[src/rtl/midi_msg_parser_if.sv]
`default_nettype none
// +--------------------------------------------------------------------------+
// | midi_msg_parser_if : byte-in / event-out bundle of the MIDI parser. Rev 1.0|
// +--------------------------------------------------------------------------+
interface midi_msg_parser_if;
  logic        byte_valid_i;
  logic [7:0]  midi_byte_i;
  logic [15:0] channel_mask_i;
  logic        note_valid_o;
  logic        note_on_o;
  logic [3:0]  note_channel_o;
  logic [6:0]  note_o;
  logic [6:0]  velocity_o;
  logic        cc_valid_o;
  logic [3:0]  cc_channel_o;
  logic [6:0]  cc_num_o;
  logic [6:0]  cc_value_o;
  logic        bend_valid_o;
  logic [3:0]  bend_channel_o;
  logic [13:0] bend_value_o;
  logic        error_o;

  modport master (
    output byte_valid_i, midi_byte_i, channel_mask_i,
    input  note_valid_o, note_on_o, note_channel_o, note_o, velocity_o,
    input  cc_valid_o, cc_channel_o, cc_num_o, cc_value_o,
    input  bend_valid_o, bend_channel_o, bend_value_o, error_o
  );

  modport slave (
    input  byte_valid_i, midi_byte_i, channel_mask_i,
    output note_valid_o, note_on_o, note_channel_o, note_o, velocity_o,
    output cc_valid_o, cc_channel_o, cc_num_o, cc_value_o,
    output bend_valid_o, bend_channel_o, bend_value_o, error_o
  );
endinterface
`default_nettype wire

[src/rtl/midi_msg_parser.sv]
`default_nettype none
// +--------------------------------------------------------------------------+
// | midi_msg_parser : MIDI byte stream to note / CC / pitch-bend events. Rev 1.0|
// +--------------------------------------------------------------------------+
module midi_msg_parser #(
  parameter bit          RUNNING_STATUS = 1'b1,
  parameter bit          VEL0_IS_OFF    = 1'b1,
  parameter int unsigned TIMEOUT_CYCLES = 0
) (
  input  logic               clock,
  input  logic               reset,
  midi_msg_parser_if.slave   bus_if
);

  typedef enum logic [1:0] {S_IDLE, S_WAIT_D1, S_WAIT_D2, S_SYSEX} state_t;

  localparam int unsigned          c_CNT_W      = (TIMEOUT_CYCLES > 1) ? $clog2(TIMEOUT_CYCLES + 1) : 1;
  localparam logic [c_CNT_W-1:0]   c_CNT_LAST   = c_CNT_W'((TIMEOUT_CYCLES > 0) ? TIMEOUT_CYCLES - 1 : 0);
  localparam bit                   c_TIMEOUT_EN = (TIMEOUT_CYCLES != 0);
  localparam state_t               c_DONE_STATE = RUNNING_STATUS ? S_WAIT_D1 : S_IDLE;

  // Status type is kept as status[6:4]: 0=8x note-off ... 6=Ex pitch bend
  localparam logic [2:0] c_T_NOFF = 3'd0, c_T_NON = 3'd1, c_T_CC = 3'd3,
                         c_T_PC   = 3'd4, c_T_CP  = 3'd5, c_T_BEND = 3'd6;

  state_t               state_q;
  logic [2:0]           type_q;
  logic [3:0]           chan_q;
  logic [6:0]           d1_q;
  logic [c_CNT_W-1:0]   cnt_q;
  logic                 note_valid_q, note_on_q, cc_valid_q, bend_valid_q, error_q;
  logic [3:0]           note_channel_q, cc_channel_q, bend_channel_q;
  logic [6:0]           note_q, velocity_q, cc_num_q, cc_value_q;
  logic [13:0]          bend_value_q;

  logic       w_byte_ok;
  logic [6:0] w_data;
  logic       w_ch_en;

  // Real-time bytes (F8-FF) are invisible to the parser
  assign w_byte_ok = bus_if.byte_valid_i && (bus_if.midi_byte_i[7:3] != 5'b11111);
  assign w_data    = bus_if.midi_byte_i[6:0];
  assign w_ch_en   = bus_if.channel_mask_i[chan_q];

  always_ff @(posedge clock or posedge reset) begin
    if (reset) begin
      state_q        <= S_IDLE;
      type_q         <= '0;
      chan_q         <= '0;
      d1_q           <= '0;
      cnt_q          <= '0;
      note_valid_q   <= 1'b0;
      note_on_q      <= 1'b0;
      note_channel_q <= '0;
      note_q         <= '0;
      velocity_q     <= '0;
      cc_valid_q     <= 1'b0;
      cc_channel_q   <= '0;
      cc_num_q       <= '0;
      cc_value_q     <= '0;
      bend_valid_q   <= 1'b0;
      bend_channel_q <= '0;
      bend_value_q   <= '0;
      error_q        <= 1'b0;
    end else begin
      note_valid_q <= 1'b0;
      cc_valid_q   <= 1'b0;
      bend_valid_q <= 1'b0;
      error_q      <= 1'b0;
      if (w_byte_ok) begin
        if (bus_if.midi_byte_i[7]) begin
          if (bus_if.midi_byte_i[7:4] != 4'hF) begin
            type_q  <= bus_if.midi_byte_i[6:4];
            chan_q  <= bus_if.midi_byte_i[3:0];
            state_q <= S_WAIT_D1;
          end else begin
            type_q  <= '0;
            chan_q  <= '0;
            state_q <= (bus_if.midi_byte_i == 8'hF0) ? S_SYSEX : S_IDLE;
          end
        end else begin
          case (state_q)
            S_IDLE:    error_q <= 1'b1;
            S_WAIT_D1: begin
              d1_q <= w_data;
              if (type_q == c_T_PC || type_q == c_T_CP) begin
                state_q <= c_DONE_STATE;
              end else begin
                state_q <= S_WAIT_D2;
                cnt_q   <= '0;
              end
            end
            S_WAIT_D2: begin
              state_q <= c_DONE_STATE;
              if (w_ch_en) begin
                if (type_q == c_T_NOFF || type_q == c_T_NON) begin
                  note_valid_q   <= 1'b1;
                  note_on_q      <= (type_q == c_T_NON) && ((|w_data) || !VEL0_IS_OFF);
                  note_channel_q <= chan_q;
                  note_q         <= d1_q;
                  velocity_q     <= w_data;
                end else if (type_q == c_T_CC) begin
                  cc_valid_q   <= 1'b1;
                  cc_channel_q <= chan_q;
                  cc_num_q     <= d1_q;
                  cc_value_q   <= w_data;
                end else if (type_q == c_T_BEND) begin
                  bend_valid_q   <= 1'b1;
                  bend_channel_q <= chan_q;
                  bend_value_q   <= {w_data, d1_q};
                end
              end
            end
            S_SYSEX: ;
            default: state_q <= S_IDLE;
          endcase
        end
      end else if (c_TIMEOUT_EN && !bus_if.byte_valid_i && state_q == S_WAIT_D2) begin
        // A real-time byte does not age the pending first data byte
        if (cnt_q == c_CNT_LAST) begin
          error_q <= 1'b1;
          cnt_q   <= '0;
          state_q <= S_WAIT_D1;
        end else begin
          cnt_q <= cnt_q + c_CNT_W'(1);
        end
      end
    end
  end

  assign bus_if.note_valid_o   = note_valid_q;
  assign bus_if.note_on_o      = note_on_q;
  assign bus_if.note_channel_o = note_channel_q;
  assign bus_if.note_o         = note_q;
  assign bus_if.velocity_o     = velocity_q;
  assign bus_if.cc_valid_o     = cc_valid_q;
  assign bus_if.cc_channel_o   = cc_channel_q;
  assign bus_if.cc_num_o       = cc_num_q;
  assign bus_if.cc_value_o     = cc_value_q;
  assign bus_if.bend_valid_o   = bend_valid_q;
  assign bus_if.bend_channel_o = bend_channel_q;
  assign bus_if.bend_value_o   = bend_value_q;
  assign bus_if.error_o        = error_q;

endmodule
`default_nettype wire

[src/flat_wrapper.sv]
// flat-port wrapper written by rule: the top's interface ports become plain ports
module midi_msg_parser_flat 
#(
  parameter bit          RUNNING_STATUS = 1'b1,
  parameter bit          VEL0_IS_OFF    = 1'b1,
  parameter int unsigned TIMEOUT_CYCLES = 0
)
  (clock, reset, bus_if_byte_valid_i, bus_if_midi_byte_i, bus_if_channel_mask_i, bus_if_note_valid_o, bus_if_note_on_o, bus_if_note_channel_o, bus_if_note_o, bus_if_velocity_o, bus_if_cc_valid_o, bus_if_cc_channel_o, bus_if_cc_num_o, bus_if_cc_value_o, bus_if_bend_valid_o, bus_if_bend_channel_o, bus_if_bend_value_o, bus_if_error_o);
  midi_msg_parser_if bus_if_i ();
  input  logic clock;
  input  logic reset;
  input wire logic [$bits(bus_if_i.byte_valid_i)-1:0] bus_if_byte_valid_i;
  input wire logic [$bits(bus_if_i.midi_byte_i)-1:0] bus_if_midi_byte_i;
  input wire logic [$bits(bus_if_i.channel_mask_i)-1:0] bus_if_channel_mask_i;
  output wire logic [$bits(bus_if_i.note_valid_o)-1:0] bus_if_note_valid_o;
  output wire logic [$bits(bus_if_i.note_on_o)-1:0] bus_if_note_on_o;
  output wire logic [$bits(bus_if_i.note_channel_o)-1:0] bus_if_note_channel_o;
  output wire logic [$bits(bus_if_i.note_o)-1:0] bus_if_note_o;
  output wire logic [$bits(bus_if_i.velocity_o)-1:0] bus_if_velocity_o;
  output wire logic [$bits(bus_if_i.cc_valid_o)-1:0] bus_if_cc_valid_o;
  output wire logic [$bits(bus_if_i.cc_channel_o)-1:0] bus_if_cc_channel_o;
  output wire logic [$bits(bus_if_i.cc_num_o)-1:0] bus_if_cc_num_o;
  output wire logic [$bits(bus_if_i.cc_value_o)-1:0] bus_if_cc_value_o;
  output wire logic [$bits(bus_if_i.bend_valid_o)-1:0] bus_if_bend_valid_o;
  output wire logic [$bits(bus_if_i.bend_channel_o)-1:0] bus_if_bend_channel_o;
  output wire logic [$bits(bus_if_i.bend_value_o)-1:0] bus_if_bend_value_o;
  output wire logic [$bits(bus_if_i.error_o)-1:0] bus_if_error_o;
  assign bus_if_i.byte_valid_i = bus_if_byte_valid_i;
  assign bus_if_i.midi_byte_i = bus_if_midi_byte_i;
  assign bus_if_i.channel_mask_i = bus_if_channel_mask_i;
  assign bus_if_note_valid_o = bus_if_i.note_valid_o;
  assign bus_if_note_on_o = bus_if_i.note_on_o;
  assign bus_if_note_channel_o = bus_if_i.note_channel_o;
  assign bus_if_note_o = bus_if_i.note_o;
  assign bus_if_velocity_o = bus_if_i.velocity_o;
  assign bus_if_cc_valid_o = bus_if_i.cc_valid_o;
  assign bus_if_cc_channel_o = bus_if_i.cc_channel_o;
  assign bus_if_cc_num_o = bus_if_i.cc_num_o;
  assign bus_if_cc_value_o = bus_if_i.cc_value_o;
  assign bus_if_bend_valid_o = bus_if_i.bend_valid_o;
  assign bus_if_bend_channel_o = bus_if_i.bend_channel_o;
  assign bus_if_bend_value_o = bus_if_i.bend_value_o;
  assign bus_if_error_o = bus_if_i.error_o;
  midi_msg_parser #(.RUNNING_STATUS(RUNNING_STATUS), .VEL0_IS_OFF(VEL0_IS_OFF), .TIMEOUT_CYCLES(TIMEOUT_CYCLES)) u_core (.clock(clock), .reset(reset), .bus_if(bus_if_i));
endmodule
[config.mk]
export PLATFORM = sky130hd
export DESIGN_NAME = midi_msg_parser_flat
export DESIGN_NICKNAME = d
export VERILOG_FILES = /design/src/rtl/midi_msg_parser_if.sv /design/src/rtl/midi_msg_parser.sv /design/src/flat_wrapper.sv
export SDC_FILE = /design/constraint.sdc
export NUM_CORES = 1
export LEC_CHECK = 0
export CORE_ASPECT_RATIO = 0.6
export CORE_MARGIN = 4
export CORE_UTILIZATION = 43
export CTS_CLUSTER_DIAMETER = 40
export DETAILED_ROUTE_END_ITERATION = 10
export GPL_ROUTABILITY_DRIVEN = 0
export PLACE_DENSITY = 0.77
export SETUP_SLACK_MARGIN = 0.15
export SYNTH_ARGS = -nofsm -noshare
export SYNTH_HDL_FRONTEND = slang
export SYNTH_SLANG_ARGS = --single-unit
[constraint.sdc]
create_clock -name clock -period 2.3 [get_ports clock]
set_input_delay 0.345 -clock clock [delete_from_list [all_inputs] [get_ports clock]]
set_output_delay 0.345 -clock clock [all_outputs]
set_load 0.01 [all_outputs]
# Word-level counts from Yosys, hierarchy flattened
# Index checks and enable logic that the tools add are counted.
# word_totals
reg_bits,75
inputBits,27
out_inout_bits,59
word_cells,75
# op_classes
magnitude_cmp,1
n_eq_ne,10
muxes,30
bitwise_logic,3
reduce_logical,14
# ops
op,count
two-way mux 1 bit,22
"equality test 3 bit, second input constant",3
"equality test 8 bit, second input constant",1
two-way mux 2 bit,4
AND reduction 7 bit,1
OR reduction 7 bit,1
AND reduction 6 bit,1
"less-than comparator 4 x 5 -> 1 bit, second input constant",1
"!= test 5 bit, second input constant",1
AND reduction 5 bit,1
binary-select mux 1 bit (select 4 bit),1
two-way mux 4 bit,1
"!= test 4 bit, second input constant",1
case mux 2 bit (2 select lines),1
AND reduction 2 bit,2
"equality test 3 x 1 -> 1 bit, second input constant",1
"equality test 3 x 2 -> 1 bit, second input constant",1
logical NOT 3 bit,1
two-way mux 3 bit,1
NOT 1 bit,3
AND reduction 3 bit,1
nonzero test 3 bit,1
"equality test 2 x 1 -> 1 bit, second input constant",1
"equality test 2 bit, second input constant",1
3 further kinds,5

# Longest topological paths before layout
# Gate-level depths: netlist of the first run.
# depth
ltp_word,8
ltp_mapped,7
mapped_depth_nobuf,5

# Least setup slack after synthesis of the first run
# Ideal clock, no wire load.
# synth_timing
kind,input -> register
start,input port bus_if_midi_byte_i[7]
end,"register u_core.cc_channel_q[2], in the netlist u_core.bus_if.cc_channel_o[2]"
setup_time_ns,0.125
arrival_time_ns,2.274
required_time_ns,2.175
slack_ns,-0.099
cell_stages,7
n_path_buf,2
path_cell_list,buf_2 -> and4_4 -> a21boi_4 -> nand4_2 -> a2111oi_4 -> buf_8 -> mux2_4
# synth_via
elab_chain_len,3
elab_cells_between_ends,4
classes_between,eq/ne: 1; bitwise: 1; reduce/logical: 2
# synth_lines
element,line_no,text
"start, declared",flat_wrapper.sv:13,input wire logic [$bits(bus_if_i.midi_byte_i)-1:0] bus_if_midi_byte_i;
!= test 5 bit,midi_msg_parser.sv:41,assign w_byte_ok = bus_if.byte_valid_i && (bus_if.midi_byte_i[7:3] != 5'b11111);
logical AND 1 bit,midi_msg_parser.sv:41,
AND reduction 6 bit (no line) *,-,
"end signal, assigned",midi_msg_parser.sv:104,cc_channel_q <= chan_q;
"end, declared",midi_msg_parser.sv:32,"logic [3:0] note_channel_q, cc_channel_q, bend_channel_q;"
# Mark *: on every way between the ends. The rest lies on a longest branch, timed or not.
# A chain may end at the register's enable or synchronous reset.

# Worst setup path in the final report of the first run
# layout_timing
start,input port bus_if_byte_valid_i
end,"register u_core.cc_channel_q[3], in the netlist u_core.bus_if.cc_channel_o[3]"
# layout_via
elab_chain_len,2
# layout_lines
element,line_no,text
"start, declared",flat_wrapper.sv:12,input wire logic [$bits(bus_if_i.byte_valid_i)-1:0] bus_if_byte_valid_i;
logical AND 1 bit,midi_msg_parser.sv:41,
AND reduction 6 bit (no line),-,
# No other way between the ends.

==> results of run 1 <==
==> registers in the layout (all words and copies together), names as in the netlist, 4 cells and up <==
signal and cells:
u_core.bus_if.cc_channel_o 4, u_core.bus_if.note_o 7, u_core.bus_if.note_channel_o 4, u_core.bus_if.bend_value_o 14, u_core.bus_if.cc_value_o 7, u_core.chan_q 4
u_core.bus_if.cc_num_o 7, u_core.d1_q 7, u_core.bus_if.bend_channel_o 4, u_core.bus_if.velocity_o 7
==> layer usage <==
metal	share of wire, %	wire, um	track usage, %
met1	46	3790	25.7
met5	0	0	0
met2	44	3590	30.1
met3	9.4	768	9.27
met4	0.55	45	3.90
==> layout make-up <==
| type | count | area, um2 |
|---|---|---|
| antenna | 1 | 2.50 |
| clock buffer | 10 | 239 |
| clock inverter | 6 | 88.8 |
| fill | 491 | 2150 |
| inverter | 4 | 18.8 |
| multi-input combinational | 126 | 1240 |
| sequential | 75 | 1880 |
| tap | 87 | 109 |
| timing repair buffer | 116 | 1150 |
==> worst max-delay path, stage by stage <==
cell and delay (ps):
clkdlybuf4s50_1 550, a21boi_4 320, nand4_4 160, a2111oi_4 370, buf_4 210, buf_6 140, mux2_2 330
==> path summary, 6_finish.rpt <==
check                                           endpoint  slack [ps]  cells past startpoint
hold reg to reg                  u_core.bus_if.note_o[1]         500                      1
hold / removal                     u_core.bus_if.error_o         390                      3
max in group asynchronous               u_core.chan_q[0]        1510                      3
setup / recovery           u_core.bus_if.cc_channel_o[3]          80                      7
min in group asynchronous    u_core.bus_if.cc_value_o[3]         460                      3
setup reg to reg           u_core.bus_if.cc_channel_o[3]         100                      7
==> cell usage in the layout (no fill, tap or decap), types with 2 or more instances in the layout <==
master           count
a21oi_4              2
a22o_1               2
a22oi_2              2
buf_12               3
buf_4               21
buf_6                7
bufinv_16            2
clkbuf_16            9
clkdlybuf4s50_1     81
clkinvlp_4           3
dfrtp_1             74
dlygate4sd2_1        2
dlymetal6s2s_1       2
inv_1                3
mux2_2              51
mux2_4               9
mux2i_1              8
nand2_1             16
nand4_4              2
nor2_1               3
nor2b_1              2
o21ai_0              9
or3_1                2
==> kinds of logic after synthesis <==
logic type,count (synthesis),synth area share [%]
compound gates,25,6.48
xor+xnor,1,0.280
simple gates,31,5.64
buf+inv,11,2.04
flops,75,60.0
mux,69,25.6
==> through the flow <==
| stage | std cells | hold slack, ps | worst slack (ps) | instance area [um2] | setup TNS (ps) |
|---|---|---|---|---|---|
| final | 425 | 387 | 83.4 | 4730 | 0 |
| after CTS | 422 | 478 | 108 | 4660 | 0 |
| after detailed placement | 401 | 495 | -300 | 4260 | -8600 |
| after floorplan | 212 | 481 | -43.0 | 3150 | -387 |
| after global routing | 424 | 407 | 45.1 | 4720 | 0 |
| after global placement | 401 | 489 | -203 | 4260 | -5200 |
==> timing repair <==
action / in CTS / in global routing
buffers inserted: 4 / 0
pin swaps: 5 / 5
setup endpoints to repair: 52 / 52
cloned: 1 / 2
resized for setup: 12 / 14
==> synth_stat cells, drive strengths merged, types with 3 or more instances <==
library cell	count	area share (%)
mux2	60	23
nand4	3	1.0
nor2	3	0.36
inv	4	0.48
mux2i	9	2.9
buf	5	1.3
dfrtp	75	60
o21ai	9	1.4
nand2	16	1.9
a21oi	3	0.72
==> power breakdown <==
part           total (W)  switching (W)  internal, W
sequential       0.00190       0.000260      0.00164
clock            0.00151       0.000534     0.000978
combinational    0.00122       0.000459     0.000766
total            0.00464        0.00125      0.00338
==> flow_metrics.tcl, run 1 <==
set metrics [dict create \
    status "complete, no violations" \
    first_iter_violations 123 \
    pin_count 86 \
    cts_num_sinks 75 \
    dieArea_um2 8750 \
    grt_pass1_vias 2412 \
    synth_area_um2 3130 \
    route.vias.total 2240 \
    die_w_um 118 \
    min_path_type "input port to flop" \
    rsz0062_at_grt "yes" \
    grt_pass1_wl_um 13100 \
    hold_buffers 0 \
    area_delta_synth_final_pct 51.1 \
    vias_per_cell 5.27 \
    hp-start "bus_if_midi_byte_i[7]" \
    start_kind "input port" \
    insertion_delay_ps 330 \
    final_antenna_net_count 0 \
    synth_nets 239 \
    portBuffers 85 \
    synth-async-reset-ratio_pct 100 \
    routed_wl_um 8200 \
    setup_viol 0 \
    syn_inst 212 \
    cts_tree "done" \
    fmax_mhz 451 \
    p_leak_nw 2.13 \
    min_period_ps 2220 \
    coreArea_um2 6880 \
    fin_nets 359 \
    required_ps 2510 \
    fp-row-count 23 \
    fin_util_pct 68.7 \
    fin_crit_sh_pct 96.4 \
    ir_drop_mv 0.529 \
    worstPathArrival_ps 2430 \
    ys_ff_latch 75 \
    worst_pin_slew_ps 385 \
    antenna_found_initial 1 \
    crit_path_max_fanout 5 \
    yosys_warnings 0 \
    cp-end-kind "flop" \
    synth_area_per_cell_um2 14.8 \
    finalHoldViolations 0 \
    drive_gt1_share_pct 36.2 \
    cts_root_buf "clkbuf_16" \
    cap_violations 0 \
    clk_pin_slew_ps 60 \
    drt-wirelength-per-cell_um 19.3 \
    grt_max_degree 76 \
    synth-edff-count 0 \
    drtPass1Iterations 4 \
    r2r-start "u_core.chan_q[0]" \
    numCtsBuffers 9 \
    grt-ovfl-total 0 \
    place_hpwl_um 5600 \
    worstSetupStartpoint "bus_if_byte_valid_i" \
    finalMaxSlewViolations 0 \
    worstSetupPathType "input port to flop" \
    track_usage_pct 19.5 \
    slew_headroom_pct 74.0 \
    p_total_w 0.00464 \
    yosysSeqAreaShare_pct 60.0 \
    post-route-drc-count 0 \
    clock_skew_ps 6.36 \
    htreeDepth 3 \
    p_per_area_nw_per_um2 981 \
    synth_top_flop_cell "dfrtp_1" \
    cts_buffer_depth 2 \
    netlist-cell-type-count 35 \
    start_util_pct 45.5 \
    die_h_um 74.1 \
]
Note: power is estimated with default switching activity, not from simulation.
==> run 2, diff against run 1 <==
--- a/config.mk
+++ b/config.mk
@@ -6,7 +6,7 @@
 export NUM_CORES = 1
 export LEC_CHECK = 0
 export CORE_ASPECT_RATIO = 0.6
-export CORE_MARGIN = 4
+export CORE_MARGIN = 10
 export CORE_UTILIZATION = 43
 export CTS_CLUSTER_DIAMETER = 40
 export DETAILED_ROUTE_END_ITERATION = 10
==> run 2 against run 1 <==
Setup slack got worse by 46 ps; die area grew 28%; non-clock buffer count is the same; register-to-register slack worse by 60 ps; design area increased by 2.2%; combinational power is 9.8% higher; worst hold slack worse by 59 ps; via count fell by 0.58%; sequential cell count did not move.
==> flow_metrics.tcl, run 2 (synthesis gave the netlist of run 1 again) <==
set metrics [dict create \
    drive_gt1_share_pct 36.2 \
    p_seq_share_pct 39.2 \
    switchingPower_w 0.00128 \
    first_iter_violations 147 \
    grt_pass1_wl_um 13600 \
    coreArea_um2 6880 \
    htreeDepth 3 \
    p_per_area_nw_per_um2 1000 \
    area_delta_synth_final_pct 54.4 \
    hold_buffers 0 \
    num-fill-cells 469 \
    pin_count 86 \
    drtPass1Iterations 4 \
    p_int_w 0.00357 \
    regArea_um2 1880 \
    clock_power_share_pct 33.2 \
    sw_frac_of_total_pct 26.3 \
    fmax_mhz 442 \
    place_hpwl_um 6270 \
    clk_pin_slew_ps 60 \
    dieArea_um2 11200 \
    worst_pin_slew_ps 401 \
    cts_tree "done" \
    rsz0062_at_grt "yes" \
    die_w_um 130 \
    clock_skew_ps 3.87 \
    ir_drop_mv 0.652 \
    dp_slack_ps -316 \
    post-route-drc-count 0 \
    final_antenna_net_count 0 \
    fin_util_pct 70.2 \
    p_comb_share_pct 27.7 \
    required_ps 2520 \
    die_h_um 86.1 \
    slew_headroom_pct 73.0 \
    finalMaxSlewViolations 0 \
    cts_buffer_depth 2 \
    slowest_delay_ps 410 \
    largest_reg_flops 14 \
    r2r-start "u_core.chan_q[0]" \
    ff2ff_path_depth 8 \
    routed_wl_um 8850 \
    cts_root_buf "clkbuf_16" \
    r2r_end "u_core.bus_if.cc_channel_o[3]" \
    min_period_ps 2260 \
    fin_crit_sh_pct 98.4 \
    reg2reg_setup_slack_ps 40 \
    antenna_found_initial 0 \
    cap_violations 0 \
    fp-row-count 23 \
    worstSetupPathType "flop to flop" \
    numCtsBuffers 9 \
    n_antenna_cell 0 \
    multi_input_area_um2 1330 \
    grt_pass1_vias 2360 \
    start_util_pct 45.5 \
    worst_path_max_delay_cell "dfrtp_2" \
    start_kind "flop" \
    cp_common_cell "buf_6" \
    crit_chain "buf_6 > mux2i_2 > a22oi_2 > nand4_4 > a2111oi_4 > buf_4 > buf_6 > mux2_2" \
    setup_viol 0 \
    portBuffers 85 \
    worstPathArrival_ps 2480 \
    min_path_type "input port to async pin" \
    grt_max_degree 63 \
    route.vias.total 2227 \
    final_cell_mix "clkdlybuf4s50_1 (82), dfrtp_1 (73), mux2_4 (32)" \
    crit_path_max_fanout 5 \
    layout_commonest_cell "clkdlybuf4s50_1" \
    finalHoldViolations 0 \
    drt-wirelength-per-cell_um 20.9 \
    fin_nets 359 \
    setup_ws_ps 37.6 \
    track_usage_pct 15.7 \
    insertion_delay_ps 330 \
    grt-ovfl-total 0 \
    tns_ps 0 \
    vias_per_cell 5.25 \
    status "complete, no violations" \
    p_leak_nw 2.17 \
    cp-end-kind "flop" \
    cts_num_sinks 75 \
]
[run 2: cell count changes in the layout (fill, tap and decap cells not counted), sizes merged]
cell,before,now
bufinv,2,3
diode,1,0
clkinv,2,0
clkdlybuf4s50,81,82
dlymetal6s2s,2,0
clkbuf,10,12
dlygate4sd2,2,3
clkinvlp,3,2
[run 2: metal layers]
metal	routed length, um	part of all wire [%]	track usage [%]	up-vias
met5	0	0	0	-
met4	63	0.71	3.76	0
met3	1010	11	8.48	10
met2	3790	43	22.7	86
met1	3990	45	19.9	1124
li1	-	-	-	1007
[run 2: worst max-delay path by stage]
stage / from / endpoint / slack, ps
final: u_core.chan_q[0] / u_core.bus_if.cc_channel_o[3] / 40
after global routing: u_core.chan_q[0] / u_core.bus_if.cc_channel_o[0] / -40
after CTS: u_core.chan_q[0] / u_core.bus_if.cc_value_o[5] / 120
after detailed placement: bus_if_midi_byte_i[6] / u_core.bus_if.velocity_o[4] / -320
after global placement: bus_if_midi_byte_i[6] / u_core.bus_if.velocity_o[2] / -260
after floorplan: u_core.chan_q[0] / u_core.bus_if.cc_channel_o[2] / -40
[run 2: cell type report]
class / instances / share of cell area, %
multi-input cells: 126 / 27.4
flip-flops and latches: 75 / 38.9
clock buffers: 12 / 5.10
repair buffers: 116 / 23.9
clock inverters: 4 / 2.02
inverters: 4 / 0.389
well taps: 87 / 2.25
[run 2: power groups by stage]
stage	clock network, W	logic (W)	registers (W)
2_1_floorplan	0	0.000465	0.00195
3_3_place_gp	0	0.00119	0.00189
3_5_place_dp	0	0.00122	0.00191
4_1_cts	0.00163	0.00126	0.00189
5_1_grt	0.00169	0.00144	0.00195
6_report	0.00161	0.00134	0.00190
[run 2: critical path, delay by kind of cell (launching register included)]
kind / cells / cell delay, ps
AOI/OAI and AO/OA: 2 / 620
and+or+nand+nor: 1 / 160
buffers and inverters: 3 / 480
DFF: 1 / 410
muxes: 2 / 480
[run 2: what timing repair did]
| item | 4_1_cts | 5_1_grt |
|---|---|---|
| cloned | 0 | 1 |
| gates resized for setup | 21 | 31 |
| buffers inserted | 3 | 5 |
| pin swaps | 2 | 6 |
| hold endpoints to repair | 0 | 0 |
| setup endpoints to repair | 53 | 52 |
[run 2: per-stage QoR]
stage | std cells | hold slack (ps) | area, um2 | power (W)
after global routing | 424 | 346 | 4830 | 0.00507
final | 424 | 329 | 4830 | 0.00485
after detailed placement | 399 | 494 | 4250 | 0.00313
after CTS | 418 | 332 | 4680 | 0.00479
after global placement | 399 | 489 | 4250 | 0.00308
after floorplan | 212 | 481 | 3150 | 0.00241
==> run 3, diff against run 2 <==
--- a/config.mk
+++ b/config.mk
@@ -5,13 +5,14 @@
 export SDC_FILE = /design/constraint.sdc
 export NUM_CORES = 1
 export LEC_CHECK = 0
-export CORE_ASPECT_RATIO = 0.6
+export CAP_MARGIN = 20
+export CORE_ASPECT_RATIO = 1.5
 export CORE_MARGIN = 10
-export CORE_UTILIZATION = 43
+export CORE_UTILIZATION = 30
 export CTS_CLUSTER_DIAMETER = 40
 export DETAILED_ROUTE_END_ITERATION = 10
 export GPL_ROUTABILITY_DRIVEN = 0
-export PLACE_DENSITY = 0.77
+export PLACE_DENSITY = 0.57
 export SETUP_SLACK_MARGIN = 0.15
 export SYNTH_ARGS = -nofsm -noshare
 export SYNTH_HDL_FRONTEND = slang
==> run 3 against run 2 <==
Combinational power is 7% lower; cell count up 7.5%; design area down 0.88%; utilization decreased by 23 points; die area is 34% higher; clock skew rose by 0.84 ps; sequential power barely moved; first-iteration DRC count fell by 66%; critical endpoint is now u_core.bus_if.cc_num_o[5].
==> flow_metrics.tcl, run 3 (synthesis gave the netlist of run 1 again) <==
set metrics [dict create \
    status "complete, no violations" \
    p_comb_share_pct 27.5 \
    drt-wirelength-per-cell_um 19.6 \
    slew_headroom_pct 73.5 \
    track_usage_pct 12.6 \
    layout_commonest_cell "clkdlybuf4s50_1" \
    clk_pin_slew_ps 60 \
    routed_wl_um 8920 \
    multi_input_area_um2 1250 \
    setup_ws_ps 15.1 \
    numCtsBuffers 9 \
    required_ps 2520 \
    worst_path_max_delay_cell "dfrtp_2" \
    fp-row-count 45 \
    fin_crit_sh_pct 99.3 \
    final_cell_area_um2 4790 \
    grt-ovfl-total 0 \
    crit_path_max_fanout 6 \
    finalNonFillerCells 456 \
    die_w_um 103 \
    cts_num_sinks 75 \
    hold_ws_ps 461 \
    start_kind "flop" \
    finalHoldViolations 0 \
    sw_frac_of_total_pct 26.9 \
    post-route-drc-count 0 \
    n_antenna_cell 0 \
    num-fill-cells 904 \
    r2r_end "u_core.bus_if.cc_num_o[5]" \
    cts_root_buf "clkbuf_16" \
    p_seq_share_pct 41.4 \
    cts_buffer_depth 2 \
    grt_max_degree 76 \
    dp_slack_ps -284 \
    tns_ps 0 \
    ir_drop_mv 0.442 \
    drive_gt1_share_pct 35.7 \
    clock_power_share_pct 31.1 \
    worstPathArrival_ps 2500 \
    p_leak_nw 2.14 \
    r2r-start "u_core.chan_q[0]" \
    min_path_type "input port to async pin" \
    worstSetupPathType "flop to flop" \
    reg2reg_setup_slack_ps 20 \
    min_period_ps 2280 \
    largest_reg_flops 14 \
    route.vias.total 2167 \
    fmax_mhz 438 \
    fin_nets 361 \
    hold_buffers 0 \
    worst_pin_slew_ps 397 \
    ff2ff_path_depth 8 \
    final_antenna_net_count 0 \
    coreArea_um2 10100 \
    first_iter_violations 50 \
    cts_tree "done" \
    regArea_um2 1880 \
    switchingPower_w 0.00122 \
    portBuffers 85 \
    htreeDepth 3 \
    rsz0062_at_grt "yes" \
    crit_chain "buf_6 > mux2i_2 > a22oi_2 > nand4_4 > a2111oi_4 > buf_4 > clkbuf_16 > mux2_4" \
    grt_pass1_vias 2409 \
    place_hpwl_um 6420 \
    dpl_cell_area_um2 4330 \
    pin_count 86 \
    cp-end-kind "flop" \
    p_int_w 0.00333 \
    start_util_pct 30.9 \
    antenna_found_initial 0 \
    drtPass1Iterations 6 \
    clock_skew_ps 4.71 \
    dieArea_um2 15000 \
    final_cell_mix "clkdlybuf4s50_1 (84), dfrtp_1 (73), mux2_2 (42)" \
    grt_pass1_wl_um 14100 \
    cap_violations 0 \
    finalMaxSlewViolations 0 \
    setup_viol 0 \
    vias_per_cell 4.75 \
    insertion_delay_ps 330 \
    dp_cells 433 \
    die_h_um 145 \
    area_delta_synth_final_pct 53.0 \
    slowest_delay_ps 430 \
    p_per_area_nw_per_um2 950 \
]
run 3: cell count changes in the layout (fill, tap and decap cells not counted), moves of 2 or more:
cell,before,now
clkdlybuf4s50_1,82,84
mux2_2,28,42
clkinv_2,0,2
mux2_4,32,18
bufinv_16,3,1
dlygate4sd2_1,3,1
a21oi_2,2,0
buf_8,3,0
buf_6,7,5
buf_12,2,4
buf_4,19,23
run 3: area by class of cell:
cell class | count | area share (%)
clock buffer | 12 | 5.36
clock inverter | 4 | 1.02
inverter | 4 | 0.392
multi-input combinational | 126 | 26.2
sequential | 75 | 39.3
tap | 117 | 3.06
timing repair buffer | 118 | 24.7
run 3: metal layers:
layer  GRT usage (%)  wire length (um)
met1            13.1              3290
met4            4.61               131
met2            22.8              5050
met5               0                 0
met3            3.42               446
run 3: worst max-delay path by stage:
stage | from | endpoint | slack (ps)
finish | u_core.chan_q[0] | u_core.bus_if.cc_num_o[5] | 20
global route | u_core.chan_q[0] | u_core.bus_if.cc_channel_o[2] | -50
CTS | u_core.chan_q[0] | u_core.bus_if.cc_value_o[0] | 60
detailed placement | bus_if_midi_byte_i[6] | u_core.bus_if.cc_channel_o[3] | -280
global placement | bus_if_midi_byte_i[6] | u_core.bus_if.cc_value_o[1] | -230
floorplan | u_core.chan_q[0] | u_core.bus_if.cc_channel_o[2] | -40
run 3: metrics by stage:
| stage | util (%) | total power [W] |
|---|---|---|
| 2_1_floorplan | - | 0.00241 |
| 3_3_place_gp | 42.7 | 0.00311 |
| 3_5_place_dp | 42.7 | 0.00314 |
| 4_1_cts | 46.6 | 0.00460 |
| 5_1_grt | 47.2 | 0.00482 |
| 6_report | 47.2 | 0.00455 |
run 3: worst max-delay path, delay by kind of cell (launching register included):
kind / cells / cell delay [ps]
multiplexers: 2 / 440
flip-flops: 1 / 430
AND/OR/NAND/NOR: 1 / 140
AO/OA/AOI/OAI: 2 / 640
buffers and inverters: 3 / 520
run 3: power by group through the flow:
stage | Clock (W) | Sequential [W] | Combinational (W)
after CTS | 0.00144 | 0.00189 | 0.00127
final | 0.00141 | 0.00189 | 0.00125
after floorplan | 0 | 0.00195 | 0.000465
after global routing | 0.00151 | 0.00195 | 0.00136
after detailed placement | 0 | 0.00192 | 0.00122
after global placement | 0 | 0.00191 | 0.00120
run 3: repair_timing:
action / in CTS / in global routing
buffers inserted: 2 / 3
endpoints found under the setup margin: 52 / 52
pin swaps: 4 / 4
gates resized for setup: 16 / 7
cloned: 1 / 1
